File: src/rtl/seg7_pkg.sv
// Shared types, character codes and glyph decode for the 7-segment display family.
package seg7_pkg;

  typedef logic [4:0] char_t;

  localparam char_t      CHAR_BLANK = 5'd16;
  localparam char_t      CHAR_DASH  = 5'd17;
  localparam logic [7:0] SEG_OFF    = 8'hFF;

  // Active-low segment byte for a character code; bit7 (dp) is always off.
  function automatic logic [7:0] glyph(input char_t code);
    logic [7:0] s;
    s = SEG_OFF;
    case (code)
      5'h00:      s = 8'hC0;
      5'h01:      s = 8'hF9;
      5'h02:      s = 8'hA4;
      5'h03:      s = 8'hB0;
      5'h04:      s = 8'h99;
      5'h05:      s = 8'h92;
      5'h06:      s = 8'h82;
      5'h07:      s = 8'hF8;
      5'h08:      s = 8'h80;
      5'h09:      s = 8'h90;
      5'h0A:      s = 8'h88;
      5'h0B:      s = 8'h83;
      5'h0C:      s = 8'hC6;
      5'h0D:      s = 8'hA1;
      5'h0E:      s = 8'h86;
      5'h0F:      s = 8'h8E;
      CHAR_BLANK: s = SEG_OFF;
      CHAR_DASH:  s = 8'hBF;
      default:    s = SEG_OFF;
    endcase
    return s;
  endfunction

endpackage

File: src/rtl/seg7_glyph_rom.sv
// Combinational character-code to active-low segment byte lookup.
module seg7_glyph_rom
  import seg7_pkg::*;
(
  input  char_t       code,
  output logic [7:0]  seg
);

  // Pure lookup; no state.
  always_comb seg = glyph(code);

endmodule

File: src/rtl/seg7_scroll_driver.sv
// Multiplexed common-anode 7-segment driver with a scrolling message buffer.
// Everything runs on clk_27; slow_clk is only sampled and edge-detected.
module seg7_scroll_driver
  import seg7_pkg::*;
#(
  parameter  int NUM_DIGITS = 4,
  parameter  int MSG_LEN    = 16,
  parameter  int SCROLL_DIV = 250,
  localparam int ADDR_W     = (MSG_LEN > 1) ? $clog2(MSG_LEN) : 1
)
(
  input  logic                  clk_27,
  input  logic                  rst,
  input  logic                  slow_clk,
  input  logic                  scroll_en,
  input  logic                  wr_en,
  input  logic [ADDR_W-1:0]     wr_addr,
  input  char_t                 wr_data,
  output logic [NUM_DIGITS-1:0] dig,
  output logic [7:0]            seg
);

  localparam int IDX_W = (NUM_DIGITS > 1) ? $clog2(NUM_DIGITS) : 1;
  localparam int CNT_W = (SCROLL_DIV > 1) ? $clog2(SCROLL_DIV) : 1;
  localparam int SUM_W = ADDR_W + 1;
  localparam logic [NUM_DIGITS-1:0] DIG_ONE = NUM_DIGITS'(1);

  logic              slow_sync_p0;
  logic              slow_sync_p1;
  logic              slow_prev_p2;
  logic              refresh_tick;
  logic [IDX_W-1:0]  dig_idx;
  logic [ADDR_W-1:0] scroll_off;
  logic [CNT_W-1:0]  tick_cnt;
  char_t             msg [MSG_LEN];
  logic [ADDR_W-1:0] msg_slot;
  char_t             char_sel;
  logic [7:0]        seg_next;

  // Next digit index, wrapping NUM_DIGITS-1 back to 0.
  function automatic logic [IDX_W-1:0] next_idx(input logic [IDX_W-1:0] i);
    return (i == IDX_W'(NUM_DIGITS - 1)) ? '0 : i + IDX_W'(1);
  endfunction

  // Next scroll offset, wrapping MSG_LEN-1 back to 0.
  function automatic logic [ADDR_W-1:0] next_off(input logic [ADDR_W-1:0] o);
    return (o == ADDR_W'(MSG_LEN - 1)) ? '0 : o + ADDR_W'(1);
  endfunction

  // (offset + index) mod MSG_LEN as compare-subtract; valid for any MSG_LEN.
  function automatic logic [ADDR_W-1:0] slot_of(input logic [ADDR_W-1:0] o,
                                                input logic [IDX_W-1:0]  i);
    logic [SUM_W-1:0] s;
    s = {1'b0, o} + SUM_W'(i);
    if (s >= SUM_W'(MSG_LEN))
      s = s - SUM_W'(MSG_LEN);
    return s[ADDR_W-1:0];
  endfunction

  // Stage p0/p1: two-flop synchronizer; p2: previous value for rising-edge detect.
  always_ff @(posedge clk_27 or negedge rst) begin
    if (!rst) begin
      slow_sync_p0 <= 1'b0;
      slow_sync_p1 <= 1'b0;
      slow_prev_p2 <= 1'b0;
    end else begin
      slow_sync_p0 <= slow_clk;
      slow_sync_p1 <= slow_sync_p0;
      slow_prev_p2 <= slow_sync_p1;
    end
  end

  assign refresh_tick = slow_sync_p1 & ~slow_prev_p2;

  // Digit scan and scroll offset advance, only ever on a refresh tick.
  always_ff @(posedge clk_27 or negedge rst) begin
    if (!rst) begin
      dig_idx    <= '0;
      scroll_off <= '0;
      tick_cnt   <= '0;
    end else if (refresh_tick) begin
      dig_idx <= next_idx(dig_idx);
      if (scroll_en) begin
        if (tick_cnt == CNT_W'(SCROLL_DIV - 1)) begin
          tick_cnt   <= '0;
          scroll_off <= next_off(scroll_off);
        end else begin
          tick_cnt <= tick_cnt + CNT_W'(1);
        end
      end
    end
  end

  // Message buffer: reset to blanks, out-of-range write addresses dropped.
  always_ff @(posedge clk_27 or negedge rst) begin
    if (!rst) begin
      for (int i = 0; i < MSG_LEN; i++)
        msg[i] <= CHAR_BLANK;
    end else if (wr_en && (32'(wr_addr) < MSG_LEN)) begin
      msg[wr_addr] <= wr_data;
    end
  end

  assign msg_slot = slot_of(scroll_off, dig_idx);
  assign char_sel = msg[msg_slot];

  seg7_glyph_rom u_glyph_rom (
    .code (char_sel),
    .seg  (seg_next)
  );

  // Output register: one cycle from index/offset/buffer to the pins.
  always_ff @(posedge clk_27 or negedge rst) begin
    if (!rst) begin
      dig <= '1;
      seg <= SEG_OFF;
    end else begin
      dig <= ~(DIG_ONE << dig_idx);
      seg <= seg_next;
    end
  end

endmodule

File: config.mk
export PLATFORM = sky130hd
export DESIGN_NAME = seg7_scroll_driver
export DESIGN_NICKNAME = d
export VERILOG_FILES = /design/src/rtl/seg7_pkg.sv /design/src/rtl/seg7_glyph_rom.sv /design/src/rtl/seg7_scroll_driver.sv
export SDC_FILE = /design/constraint.sdc
export NUM_CORES = 1
export LEC_CHECK = 0
export BUFFER_PORTS_ARGS = -buffer_cell sky130_fd_sc_hd__clkbuf_2
export CAP_MARGIN = 40
export CORE_MARGIN = 2
export CORE_UTILIZATION = 55
export DETAILED_ROUTE_END_ITERATION = 12
export HOLD_SLACK_MARGIN = 0.1
export PLACE_DENSITY = 0.73
export RECOVER_POWER = 25
export SETUP_SLACK_MARGIN = 0.15
export SYNTH_ARGS = -nofsm -noshare
export SYNTH_HDL_FRONTEND = slang
export SYNTH_SLANG_ARGS = --single-unit
File: constraint.sdc
create_clock -name clk_27 -period 3.7 [get_ports clk_27]
set_input_delay 0.37 -clock clk_27 [delete_from_list [all_inputs] [get_ports clk_27]]
set_output_delay 0.37 -clock clk_27 [all_outputs]
set_load 0.05 [all_outputs]
==> results.md <==
* Clock root buffer master: clkbuf_8
* Sw Pwr at between 1 and 1.5 mW
* Cells after Synth at 384
* Post-Synth XOR/XNOR Area at 0.7946%
* Final WL at 9803 um
* Setup TNS at 0 ps
* Worst EP arrival at 3590 ps
* Dpl ws at 410.4 ps
* Sequential fraction of the synthesis area at 51.11%
* P_int at around 2.6 mW
* Mux share of post-synthesis cell area at 29.77%
* Post-DP HPWL at 6959 um
* Final worst slack at 418.1 ps
* Die Ht at 102.7 um
* Most frequent cells in the layout: mux2_2, dfrtp_1, dfstp_2
* Drt drc at 0
* Worst skew pair latency at approximately 380 ps
* Final GP Congestion at 0.8381
* Mean Syn Cell Area at 13.94 um2
* Pre-antenna DRT Iters at 4
* DRT iter0 DRCs at around 190
* CTS tree: done
* Worst-Margin Slew at 2812 ps
* Cell Rows at 36
* Critical path capture point type: flop
* PwrDens at 695.8 nW/um2
* Post-synthesis compound-gate area fraction at under 10%
* IO buf count at 24
* Yosys Warn Count at 0
* Max-Slew Margin vs Limit at -87.49%
* Final max-slew violation count at 52
* Routed Antenna Nets at 0
* GR Util All Layers at 20.91%
* Failing checks: capacitance limit, slew limit
* Worst-path clk slew at 100 ps
* Clk network pwr share at 18.1%
* Max Clk Rate at slightly above 300 MHz
* Max-cap violations at 1
* Leakage at 2.538 nW
* Area grow syn2layout at 8.460%
* CP Data Required Time at 4000 ps
* Worst Path Max Fanout at 20
* RSZ-0062 raised after global routing: no
* Largest family of logic cells by synthesized area: multiplexers
* Status: finished, violations left
* Die area at 10,540 um2
* Layout cells sized above 1 at about two fifths
* Vias in the first global route at roughly 3,300
* Comb power frac at 39.6%
* Final cycle utilization of the critical path at 88.70%
* ANT cells at 0
* Wirelength per Cell at 17.89 um
* Worst clock skew at 7.329 ps
* Worst vdd ir at 0.0003062 V
* Most common cell after layout, fill and taps aside: mux2_2
* Main synth FF type: dfrtp_1
* Clock buffer depth at 2
* Clock sinks at 108
* Final Hold Vio Count at 0
* Via/cell ratio at around 5.8
* IO Count at 26
* Synthesized cell area at around 5400 um2
* Worst hold path class: primary input to flop
* Post-synth net total at around 410
* Setup bufs post-CTS at 0
* Area share of fa/ha/maj cells after synthesis at 3.879%
* H-tree levels at 3
* Sw frac at a little over a third
* Largest net degree at the start of global routing at 52
* Final setup vio count at 0
* Chip width at about 100 um
* Asr flop ratio synth at 100.0%
* Library cells used by synthesis at 50
* Total gr overflow at 0
* Initial Utilization at 55.80%
* Minimum clock period after layout at ~3300 ps
* CTS Buf Count at 9
* Register bit count reported by yosys at roughly 110
* Nets at 440
* Crit Path Class: flop to flop
* Vias at 3,204
* EDFF count, synth at 0
* Sequential share of power at 42.3%
* Core ar. at 9594 um2
* Antenna violations before repair at 0
* First-pass GRT wire length at about 17,000 um
* Post-Synth Simple-Gate Area at 6.614%
* CP Launch Type: flop
[power groups by stage]
stage          Clock, mW  Sequential, mW  Combinational (mW)
5_1_grt            0.802            1.75                1.75
4_1_cts            0.760            1.71                1.62
3_5_place_dp           0            1.73                1.61
6_report           0.733            1.71                1.60
3_3_place_gp           0            1.72                1.56
2_1_floorplan          0            1.89                1.10
[cell usage after synthesis, types with 4 or more instances]
cell type / instances / area (um2)
a21oi_1: 7 / 35.03
a31oi_1: 6 / 37.54
buf_2: 7 / 35.03
clkbuf_1: 9 / 33.78
dfrtp_1: 81 / 2027
dfstp_2: 27 / 709.4
ha_1: 15 / 187.7
inv_1: 10 / 37.54
mux2_2: 87 / 979.7
mux2i_1: 7 / 70.07
mux4_1: 16 / 420.4
mux4_2: 5 / 112.6
nand2_1: 13 / 48.80
nand2b_1: 5 / 31.28
nand4_1: 4 / 25.02
nor2_1: 18 / 67.56
o21ai_0: 15 / 75.07
or3_1: 6 / 37.54
[kinds of logic after synthesis]
| kind of cell | count (synthesis) |
|---|---|
| buffers and inverters | 31 |
| other | 1 |
| AOI/OAI and AO/OA | 41 |
| adders and majority gates | 16 |
| xor gates and xnor gates | 4 |
| and+or+nand+nor | 67 |
| DFF | 108 |
| muxes | 116 |
[flip-flops by register name (all words and copies together) (netlist names)]
| register | flops |
|---|---|
| msg | 80 |
| tick_cnt | 8 |
| seg | 7 |
| dig | 4 |
| scroll_off | 4 |
| dig_idx | 2 |
| slow_prev_p2 | 1 |
| slow_sync_p0 | 1 |
| slow_sync_p1 | 1 |
[worst max-delay path, stage by stage, from the launching register on]
cell	delay, ps
dfrtp_1	450
ha_1	250
fa_1	490
buf_4	270
mux4_1	360
mux2_2	280
o21ai_0	210
inv_1	120
ha_1	280
a2111oi_0	400
a311oi_1	90
[routing by layer]
layer | part of all wire (%) | up-vias | GRT usage, % | wire, um
met5 | 0 | - | 0 | 0
met4 | 1.4 | 0 | 7.179 | 133
met3 | 3.3 | 10 | 4.475 | 324
met2 | 49 | 54 | 33.43 | 4849
met1 | 46 | 1674 | 28.68 | 4495
li1 | - | 1466 | - | -
[what timing repair did]
action                                  4_1_cts  5_1_grt
hold buffers                                  2        0
endpoints found under the hold margin        36        0
resized for setup                             0        0
endpoints found under the setup margin        0        0
[metrics by stage]
stage / area, um2 / utilization [%] / instances / hold WS (ps) / power (mW)
after floorplan: 5354 / - / 384 / 74.41 / 2.990
after global placement: 5592 / 58.28 / 530 / 333.3 / 3.282
after detailed placement: 5592 / 58.28 / 530 / 343.4 / 3.338
after CTS: 5812 / 60.58 / 548 / 317.0 / 4.085
after global routing: 5807 / 60.52 / 548 / 350.9 / 4.301
final: 5807 / 60.52 / 548 / 336.7 / 4.040
[final timing paths]
path | from | slack, ps | endpoint | cells after the start
worst max-delay path | dig_idx[0]$_DFFE_PN0P_ | 420 | seg[6]$_DFF_PN1_ | 10
worst min-delay path | scroll_en | 340 | tick_cnt[0]$_DFFE_PN0P_ | 3
worst max register to register | dig_idx[0]$_DFFE_PN0P_ | 420 | seg[6]$_DFF_PN1_ | 10
worst min register to register | slow_sync_p0$_DFF_PN0_ | 370 | slow_sync_p1$_DFF_PN0_ | 0
max in group asynchronous | rst | 660 | msg[49]$_DFFE_PN1P_ | 3
min in group asynchronous | rst | 1440 | msg[67]$_DFFE_PN0P_ | 2
[final cells by class]
cell class,instances,area (um2)
clock buffer,10,127.6
tap,133,166.4
timing repair buffer,35,205.2
multi-input combinational,245,2457
fill,767,3787
inverter,11,41.29
sequential,108,2736
clock inverter,6,72.57
Power figures use the tool's default switching activity.
